==> src/rtl/apb_global_pkg.sv <==
// Shared types and default sizes for the APB master and its helpers.
package apb_global_pkg;

    localparam int APB_ADDR_WIDTH   = 32;
    localparam int APB_DATA_WIDTH   = 32;
    localparam int APB_NO_OF_SLAVES = 1;

    typedef enum logic [1:0] {
        APB_IDLE   = 2'd0,
        APB_SETUP  = 2'd1,
        APB_ACCESS = 2'd2
    } apb_fsm_state_e;

    // Width of the slave index field; kept at one bit minimum so vectors stay legal.
    function automatic int apb_sel_width(input int n_slaves);
        return (n_slaves > 1) ? $clog2(n_slaves) : 1;
    endfunction

endpackage

==> src/rtl/apb_wait_timer.sv <==
// Counts ACCESS wait states and flags the cycle that would reach the limit.
module apb_wait_timer #(
    parameter int LIMIT = 16
) (
    input  logic clk,
    input  logic rst_n,
    input  logic clear,
    input  logic enable,
    output logic expired
);

    localparam int CW = $clog2(LIMIT + 1);

    logic [CW-1:0] count_q;
    logic [CW-1:0] count_d;

    // Clear wins over counting; the count saturates at the limit.
    always_comb begin
        count_d = count_q;
        if (clear) begin
            count_d = '0;
        end else if (enable && (count_q != CW'(LIMIT))) begin
            count_d = count_q + CW'(1);
        end
    end

    // Counter register, cleared asynchronously by reset.
    always_ff @(posedge clk or negedge rst_n) begin
        if (!rst_n) begin
            count_q <= '0;
        end else begin
            count_q <= count_d;
        end
    end

    assign expired = enable && (count_q == CW'(LIMIT - 1));

endmodule

==> src/rtl/apb_master_fsm.sv <==
// APB master: turns upstream valid/ready requests into IDLE/SETUP/ACCESS transfers.
module apb_master_fsm
    import apb_global_pkg::*;
#(
    parameter int ADDR_WIDTH     = APB_ADDR_WIDTH,
    parameter int DATA_WIDTH     = APB_DATA_WIDTH,
    parameter int NO_OF_SLAVES   = APB_NO_OF_SLAVES,
    parameter int TIMEOUT_CYCLES = 16
) (
    input  logic                      pclk,
    input  logic                      preset_n,
    input  logic                      req_valid,
    output logic                      req_ready,
    input  logic                      req_write,
    input  logic [ADDR_WIDTH-1:0]     req_addr,
    input  logic [DATA_WIDTH-1:0]     req_wdata,
    input  logic [DATA_WIDTH/8-1:0]   req_strb,
    input  logic [2:0]                req_prot,
    output logic                      rsp_valid,
    output logic [DATA_WIDTH-1:0]     rsp_rdata,
    output logic                      rsp_slverr,
    output logic                      rsp_timeout,
    output logic [NO_OF_SLAVES-1:0]   pselx,
    output logic                      penable,
    output logic                      pwrite,
    output logic [ADDR_WIDTH-1:0]     paddr,
    output logic [DATA_WIDTH-1:0]     pwdata,
    output logic [DATA_WIDTH/8-1:0]   pstrb,
    output logic [2:0]                pprot,
    input  logic                      pready,
    input  logic                      pslverr,
    input  logic [DATA_WIDTH-1:0]     prdata
);

    localparam int SEL_W  = apb_sel_width(NO_OF_SLAVES);
    localparam int STRB_W = DATA_WIDTH / 8;

    apb_fsm_state_e state_q, state_d;

    logic [SEL_W-1:0]      sel_q,         sel_d;
    logic [ADDR_WIDTH-1:0] paddr_q,       paddr_d;
    logic                  pwrite_q,      pwrite_d;
    logic [DATA_WIDTH-1:0] pwdata_q,      pwdata_d;
    logic [STRB_W-1:0]     pstrb_q,       pstrb_d;
    logic [2:0]            pprot_q,       pprot_d;
    logic                  rsp_valid_q,   rsp_valid_d;
    logic [DATA_WIDTH-1:0] rsp_rdata_q,   rsp_rdata_d;
    logic                  rsp_slverr_q,  rsp_slverr_d;
    logic                  rsp_timeout_q, rsp_timeout_d;

    logic [SEL_W-1:0] req_sel;
    logic             decode_err;
    logic             accept;
    logic             timer_enable;
    logic             timer_expired;

    assign req_ready = (state_q == APB_IDLE) && preset_n;
    assign accept    = req_valid && req_ready;

    // Slave index comes from the top address bits; out-of-range indices are decode errors.
    always_comb begin
        req_sel = req_addr[ADDR_WIDTH-1 -: SEL_W];
        if (NO_OF_SLAVES == 1) begin
            req_sel = '0;
        end
        decode_err = ({1'b0, req_sel} >= (SEL_W + 1)'(NO_OF_SLAVES));
    end

    assign timer_enable = (state_q == APB_ACCESS) && !pready;

    apb_wait_timer #(
        .LIMIT (TIMEOUT_CYCLES)
    ) u_wait_timer (
        .clk     (pclk),
        .rst_n   (preset_n),
        .clear   (accept),
        .enable  (timer_enable),
        .expired (timer_expired)
    );

    // State register.
    always_ff @(posedge pclk or negedge preset_n) begin
        if (!preset_n) begin
            state_q <= APB_IDLE;
        end else begin
            state_q <= state_d;
        end
    end

    // Next state: a decode error never leaves IDLE; completion beats timeout in ACCESS.
    always_comb begin
        state_d = state_q;
        case (state_q)
            APB_IDLE:   if (accept && !decode_err) state_d = APB_SETUP;
            APB_SETUP:  state_d = APB_ACCESS;
            APB_ACCESS: if (pready || timer_expired) state_d = APB_IDLE;
            default:    state_d = APB_IDLE;
        endcase
    end

    // Bus control outputs decoded straight from the state so reset drops them at once.
    always_comb begin
        pselx   = '0;
        penable = 1'b0;
        if (state_q != APB_IDLE) begin
            pselx = NO_OF_SLAVES'(1) << sel_q;
        end
        if (state_q == APB_ACCESS) begin
            penable = 1'b1;
        end
    end

    // Capture the request at acceptance and build the one-cycle response.
    always_comb begin
        sel_d         = sel_q;
        paddr_d       = paddr_q;
        pwrite_d      = pwrite_q;
        pwdata_d      = pwdata_q;
        pstrb_d       = pstrb_q;
        pprot_d       = pprot_q;
        rsp_valid_d   = 1'b0;
        rsp_rdata_d   = '0;
        rsp_slverr_d  = 1'b0;
        rsp_timeout_d = 1'b0;
        if (accept) begin
            sel_d    = req_sel;
            paddr_d  = req_addr;
            pwrite_d = req_write;
            pwdata_d = req_write ? req_wdata : '0;
            pstrb_d  = req_write ? req_strb : '0;
            pprot_d  = req_prot;
        end
        if (accept && decode_err) begin
            rsp_valid_d  = 1'b1;
            rsp_slverr_d = 1'b1;
        end else if ((state_q == APB_ACCESS) && pready) begin
            rsp_valid_d  = 1'b1;
            rsp_slverr_d = pslverr;
            rsp_rdata_d  = pwrite_q ? '0 : prdata;
        end else if ((state_q == APB_ACCESS) && timer_expired) begin
            rsp_valid_d   = 1'b1;
            rsp_timeout_d = 1'b1;
        end
    end

    // Request and response registers; everything returns to zero on reset.
    always_ff @(posedge pclk or negedge preset_n) begin
        if (!preset_n) begin
            sel_q         <= '0;
            paddr_q       <= '0;
            pwrite_q      <= 1'b0;
            pwdata_q      <= '0;
            pstrb_q       <= '0;
            pprot_q       <= '0;
            rsp_valid_q   <= 1'b0;
            rsp_rdata_q   <= '0;
            rsp_slverr_q  <= 1'b0;
            rsp_timeout_q <= 1'b0;
        end else begin
            sel_q         <= sel_d;
            paddr_q       <= paddr_d;
            pwrite_q      <= pwrite_d;
            pwdata_q      <= pwdata_d;
            pstrb_q       <= pstrb_d;
            pprot_q       <= pprot_d;
            rsp_valid_q   <= rsp_valid_d;
            rsp_rdata_q   <= rsp_rdata_d;
            rsp_slverr_q  <= rsp_slverr_d;
            rsp_timeout_q <= rsp_timeout_d;
        end
    end

    assign paddr       = paddr_q;
    assign pwrite      = pwrite_q;
    assign pwdata      = pwdata_q;
    assign pstrb       = pstrb_q;
    assign pprot       = pprot_q;
    assign rsp_valid   = rsp_valid_q;
    assign rsp_rdata   = rsp_rdata_q;
    assign rsp_slverr  = rsp_slverr_q;
    assign rsp_timeout = rsp_timeout_q;

endmodule

==> config.mk <==
export PLATFORM = sky130hd
export DESIGN_NAME = apb_master_fsm
export DESIGN_NICKNAME = d
export VERILOG_FILES = /design/src/rtl/apb_global_pkg.sv /design/src/rtl/apb_wait_timer.sv /design/src/rtl/apb_master_fsm.sv
export SDC_FILE = /design/constraint.sdc
export NUM_CORES = 1
export LEC_CHECK = 0
export BUFFER_PORTS_ARGS = -buffer_cell sky130_fd_sc_hd__buf_2
export CORE_ASPECT_RATIO = 1.75
export CORE_MARGIN = 1
export CORE_UTILIZATION = 49
export CTS_CLUSTER_DIAMETER = 200
export CTS_CLUSTER_SIZE = 30
export DETAILED_ROUTE_END_ITERATION = 8
export HOLD_SLACK_MARGIN = 0.06
export PLACE_DENSITY = 0.93
export SLEW_MARGIN = 30
export SYNTH_ARGS = -nofsm -noshare
export SYNTH_HDL_FRONTEND = slang
export SYNTH_SLANG_ARGS = --single-unit
==> constraint.sdc <==
create_clock -name pclk -period 2.8 [get_ports pclk]
set_input_delay 0.28 -clock pclk [delete_from_list [all_inputs] [get_ports pclk]]
set_output_delay 0.28 -clock pclk [all_outputs]
set_load 0.02 [all_outputs]
# ---- Word-level counts from Yosys, hierarchy flattened
# Cells that the tools add are included.
dict set report word_totals {
  out_inout_bits 110
  word_cells 46
  register_bits 114
}
dict set report op_classes {
  eq_ne 6
  n_mux 15
  addsub 1
  n_reduce_logical 13
}
# op count
set op_table {}
lappend op_table {{$mux 32} 3}
lappend op_table {{$mux 5} 2}
lappend op_table {{$logic_and 1x1->1} 7}
lappend op_table {{$mux 1} 6}
lappend op_table {{$pmux 2 s3} 1}
lappend op_table {{$add 5x1->5 const B} 1}
lappend op_table {{$eq 5x4->1 const B} 1}
lappend op_table {{$ne 5x5->1 const B} 1}
lappend op_table {{$mux 2} 2}
lappend op_table {{$mux 4} 1}
lappend op_table {{$ne 2x2->1 const B} 2}
lappend op_table {{$reduce_bool 2->1} 2}
lappend op_table {{$eq 2x1->1 const B} 1}
lappend op_table {{$eq 2x2->1 const B} 1}
lappend op_table {{$logic_not 2->1} 1}
lappend op_table {{$reduce_and 2->1} 1}
lappend op_table {{$logic_not 1->1} 1}
lappend op_table {{$logic_or 1x1->1} 1}

# ---- Logic depth before layout (Yosys ltp)
dict set report depth {
  ltp_word 6
  mapped_depth 5
  mapped_depth_nobuf 5
}

# ---- By module
# Synthesis repeated with hierarchy kept, for this count alone.
dict set report hier_totals {
  hier_cells 346
  area_unflattened_um2 4589.4
}
# mod cells_each seq_area_each_um2 n_inst area_each_um2
set modules_own_cells {}
lappend modules_own_cells {apb_master_fsm 315 2727.6 1 4290.4}
lappend modules_own_cells {apb_wait_timer 31 125.1 1 299.0}

# ---- Worst setup path before layout
# No wires, ideal clock.
dict set report synth_path {
  path_type {register -> register}
  startpoint {register state_q[0]}
  endpoint {register paddr_q[0] (netlist: paddr[0])}
  arrival_ns 1.246
  setup_time_ns 0.125
  stages_incl_launch_ff 5
  period_less_slack_ns 1.371
  required_time_ns 2.675
  path_slack_ns 1.429
  path_cell_list {dfrtp_1 nand4bb_4 buf_6 buf_6 mux2_4}
}
dict set report synth_via {
  elab_chain_cells 3
}
# item line_no
set synth_lines {}
lappend synth_lines {{start: declaration} apb_master_fsm.sv:38} ;# apb_fsm_state_e state_q, state_d;
lappend synth_lines {{start signal: assignment} apb_master_fsm.sv:86} ;# state_q <= state_d;
lappend synth_lines {{$logic_not 2->1} apb_master_fsm.sv:57} ;# assign req_ready = (state_q == APB_IDLE) && preset_n;
lappend synth_lines {{$logic_and 1x1->1} apb_master_fsm.sv:57}
lappend synth_lines {{$logic_and 1x1->1} apb_master_fsm.sv:58} ;# assign accept = req_valid && req_ready;
lappend synth_lines {{end signal: assignment} apb_master_fsm.sv:161} ;# paddr_q <= paddr_d;
lappend synth_lines {{end: declaration} apb_master_fsm.sv:41} ;# logic [ADDR_WIDTH-1:0] paddr_q, paddr_d;
# Every way passes these cells.
# A chain may end at the register's enable or synchronous reset.

# ---- Worst setup path after layout
dict set report layout_path {
  startpoint {input preset_n}
  endpoint {output req_ready}
}
dict set report layout_via {
  elab_chain_cells 1
}
# item line_no
set layout_lines {}
lappend layout_lines {{start: declaration} apb_master_fsm.sv:11} ;# input logic preset_n,
lappend layout_lines {{$logic_and 1x1->1} apb_master_fsm.sv:57}
lappend layout_lines {{end: declaration} apb_master_fsm.sv:13} ;# output logic req_ready,
# Every way passes these cells.

==> impl_metrics.py <==
metrics = {
    "critical_path": {
        "worstSetupStartpointType": "input pin",
        "cpMaxStageDelayCell": "dlygate4sd3_1",
        "path_buf_inv": 4,
        "path_cells": "dlygate4sd3_1, buf_4, buf_4, nor3b_1, buf_2",
        "crit_path_frequent_cell": "buf_4",
        "cp_top_family": "buffers and inverters",
        "slowest_delay_ns": 0.53,
        "reg2reg_slack_ns": 0.69,
        "worstSetupEndpointType": "output port",
        "path_class": "in2out",
        "cp_data_required_time_ns": 2.52,
        "crit_path_max_fanout": 33,
        "arrival_ns": 1.83,
    },
    "synthesis": {
        "ys_seq_area_share_pct": 64.3,
        "synth_seq_cells": 114,
        "syn_inst": 343,
        "async_flop_share_pct": 100,
        "syn_area_mm2": 0.00444,
        "synth-edff-count": 0,
        "ys_types": 32,
        "synth-warning-count": 0,
        "syn_avg_cell_area_um2": 12.9,
        "synth_flop_cell": "dfrtp_1",
        "synth.net_count": 455,
    },
    "routing": {
        "drtPass1Iterations": 4,
        "dr.first_iter.drc_count": 150,
        "drc": 0,
        "vias_per_cell": 4.82,
        "wl_per_cell_um": 15.0,
        "num_vias": 3358,
        "drt-total-wl_um": 10400,
        "antenna_left": 0,
    },
    "grt": {
        "antenna_found_initial": 2,
        "grt_pass1_vias": 3466,
        "overflow": 0,
        "grt_util_met2_pct": 40.5,
        "use_met3_pct": 8.96,
        "grt_max_degree": 84,
        "grt.met1_usage_pct": 24.6,
        "grt_pass1_wl_um": 16300,
        "busiest_layer": "met2",
        "track_usage_pct": 23.4,
    },
    "die": {
        "rows": 45,
        "start_util_pct": 50.9,
        "fp.dieH_um": 128,
        "core_mm2": 0.00873,
        "io_pins": 219,
        "die_x_um": 74.0,
        "fp.dieArea_mm2": 0.00946,
    },
    "hold_path": {
        "hold_class": "in2reg",
    },
    "place": {
        "place_congestion": 0.801,
        "dp.cells": 663,
        "io_buffers": 218,
        "hpwlAfterDp_um": 7570,
    },
    "sta": {
        "slew_violations": 0,
        "clock_skew_ns": 0.00680,
        "min_period_ns": 2.11,
        "hold_violations": 0,
        "fin_crit_sh_pct": 75.5,
        "relSlewSlack_pct": 49.7,
        "worst_slew_pin_slew_ns": 0.752,
        "setup-tns-final_ns": 0,
        "rsz0062_at_grt": "no",
        "max_freq_mhz": 473,
        "setup_viol_count_final": 0,
    },
    "power": {
        "p_per_area_mw_per_mm2": 875,
        "power.internal_uw": 3890,
        "peakVddDrop_uv": 524,
        "switching_share_pct": 28.5,
        "power_frac_clock_pct": 39.1,
        "p_switching_uw": 1550,
        "power.leakage_uw": 0.00349,
        "seqPwrFrac_pct": 38.4,
        "comb_power_share_pct": 22.5,
    },
    "clock_tree": {
        "cts_resized": 0,
        "numCtsBuffers": 17,
        "cts.sinks": 114,
        "path_clk_slew_ns": 0.05,
        "cts_setup_buffers": 0,
        "h-tree-depth": 4,
        "cts_buffer_depth": 2,
        "insertion_delay_ns": 0.40,
        "cts_tree": "built",
        "cts_root_buffer": "clkbuf_16",
    },
    "run": {
        "max_cap_viol_count": 0,
    },
    "cells_and_area": {
        "register_area_mm2": 0.00285,
        "fin_cells": 696,
        "final_nets": 678,
        "fillers": 612,
        "drive_gt1_share_pct": 51.2,
        "multi_input_area_mm2": 0.00145,
        "area_delta_synth_final_pct": 40.0,
    },
    "outcome": {
        "outcome": "finished clean",
    },
}
synth_stat cells (2+ instances only):
master	count	area (um^2)
and2_1	33	206
mux2_4	34	510
inv_1	3	11.3
nand2_1	75	282
clkbuf_2	3	15.0
and3_1	2	12.5
nor3b_1	2	15.0
o21ai_1	2	10.0
o21ai_0	34	170
mux2i_1	3	30.0
dfrtp_1	114	2850
nand3b_1	2	15.0
buf_2	4	20.0
buf_6	5	56.3
clkbuf_1	7	26.3
mux2_2	2	22.5
ha_1	3	37.5
area by class of cell:
class                           instances  area share (%)
Clock inverter                         10            2.15
Clock buffer                           21            7.41
Tap cell                              117            2.36
Sequential cell                       114            45.9
Timing Repair Buffer                  223            18.5
Antenna cell                            1          0.0403
Inverter                                4           0.242
Multi-Input combinational cell        206            23.4
stage by stage:
stage          util [%]  setup slack [ns]  hold slack (ns)  total power, uW  instance area [um^2]
2_1_floorplan         -              1.43          -0.0156             2860                  4440
3_3_place_gp       64.2             0.767            0.348             3270                  5600
3_5_place_dp       64.2             0.688            0.354             3330                  5600
4_1_cts            71.1             0.676           0.0748             5490                  6210
5_1_grt            71.2             0.526           0.0802             5690                  6210
6_report           71.2             0.685           0.0895             5440                  6210
worst paths after layout:
check	startpoint	to	cells after the start
setup / recovery	preset_n	req_ready	5
hold / removal	prdata[19]	rsp_rdata[19]$_DFF_PN0_	2
setup reg to reg	state_q[0]$_DFFE_PN0P_	paddr[23]$_DFFE_PN0P_	3
hold reg to reg	pwdata[25]$_DFFE_PN0P_	pwdata[25]$_DFFE_PN0P_	2
max in group asynchronous	preset_n	pwdata[16]$_DFFE_PN0P_	4
min in group asynchronous	preset_n	rsp_rdata[23]$_DFF_PN0_	3
per-layer routing:
metal	up-vias	part of all wire, %
met5	-	0.096
met4	2	2.6
met3	24	7.6
met2	144	54
met1	1615	36
li1	1573	-
kinds of logic (layout without fill, tap and decap cells):
| logic type | Yosys count | after routing | share of synthesized area (%) |
|---|---|---|---|
| other | 0 | 1 | 0 |
| adder cells (fa/ha/maj) | 3 | 3 | 0.846 |
| AO/OA/AOI/OAI | 39 | 39 | 4.85 |
| multiplexers | 39 | 39 | 12.7 |
| AND/OR/NAND/NOR | 125 | 125 | 14.4 |
| buffers and inverters | 23 | 258 | 2.99 |
| flip-flops | 114 | 114 | 64.3 |
worst register-to-register path: cells and delay by family (launching register included):
kind	cells	cell delay [ns]
buffers and inverters	1	0.48
flip-flops	1	0.43
AND/OR/NAND/NOR	1	0.75
multiplexers	1	0.32
state kept, by name, indices dropped and copies added, names as in the netlist:
register	count
rsp_slverr	1
state_q	2
paddr	32
pwrite	1
rsp_rdata	32
rsp_valid	1
pwdata	32
pstrb	4
rsp_timeout	1
pprot	3
u_wait_timer.count_q	5
power groups by stage:
| stage | clock [uW] | sequential, uW | combinational, uW |
|---|---|---|---|
| after detailed placement | 0 | 2110 | 1220 |
| after floorplan | 0 | 2420 | 444 |
| after CTS | 2160 | 2090 | 1240 |
| final | 2120 | 2090 | 1220 |
| after global routing | 2240 | 2120 | 1330 |
| after global placement | 0 | 2090 | 1180 |
cells in the final DEF, fill, tap and decap left out, drive strengths merged, types with 2 or more instances in the layout:
| cell type | Yosys | layout |
|---|---|---|
| nor2b | 2 | 2 |
| and3 | 2 | 2 |
| nor2 | 2 | 2 |
| ha | 3 | 3 |
| nand3b | 2 | 2 |
| nor3b | 2 | 2 |
| mux2i | 3 | 3 |
| dfrtp | 114 | 114 |
| inv | 4 | 4 |
| clkinv | 0 | 5 |
| mux2 | 36 | 36 |
| bufinv | 0 | 3 |
| clkinvlp | 0 | 2 |
| buf | 9 | 222 |
| o21ai | 36 | 36 |
| clkbuf | 10 | 21 |
| and2 | 33 | 33 |
| nand2 | 75 | 75 |
what timing repair did:
item | CTS | global route
hold endpoints to repair | 31 | 0
hold buffers | 1 | 0
endpoints found under the setup margin | 0 | 0
No activity file was read; power rests on OpenSTA's default activity.
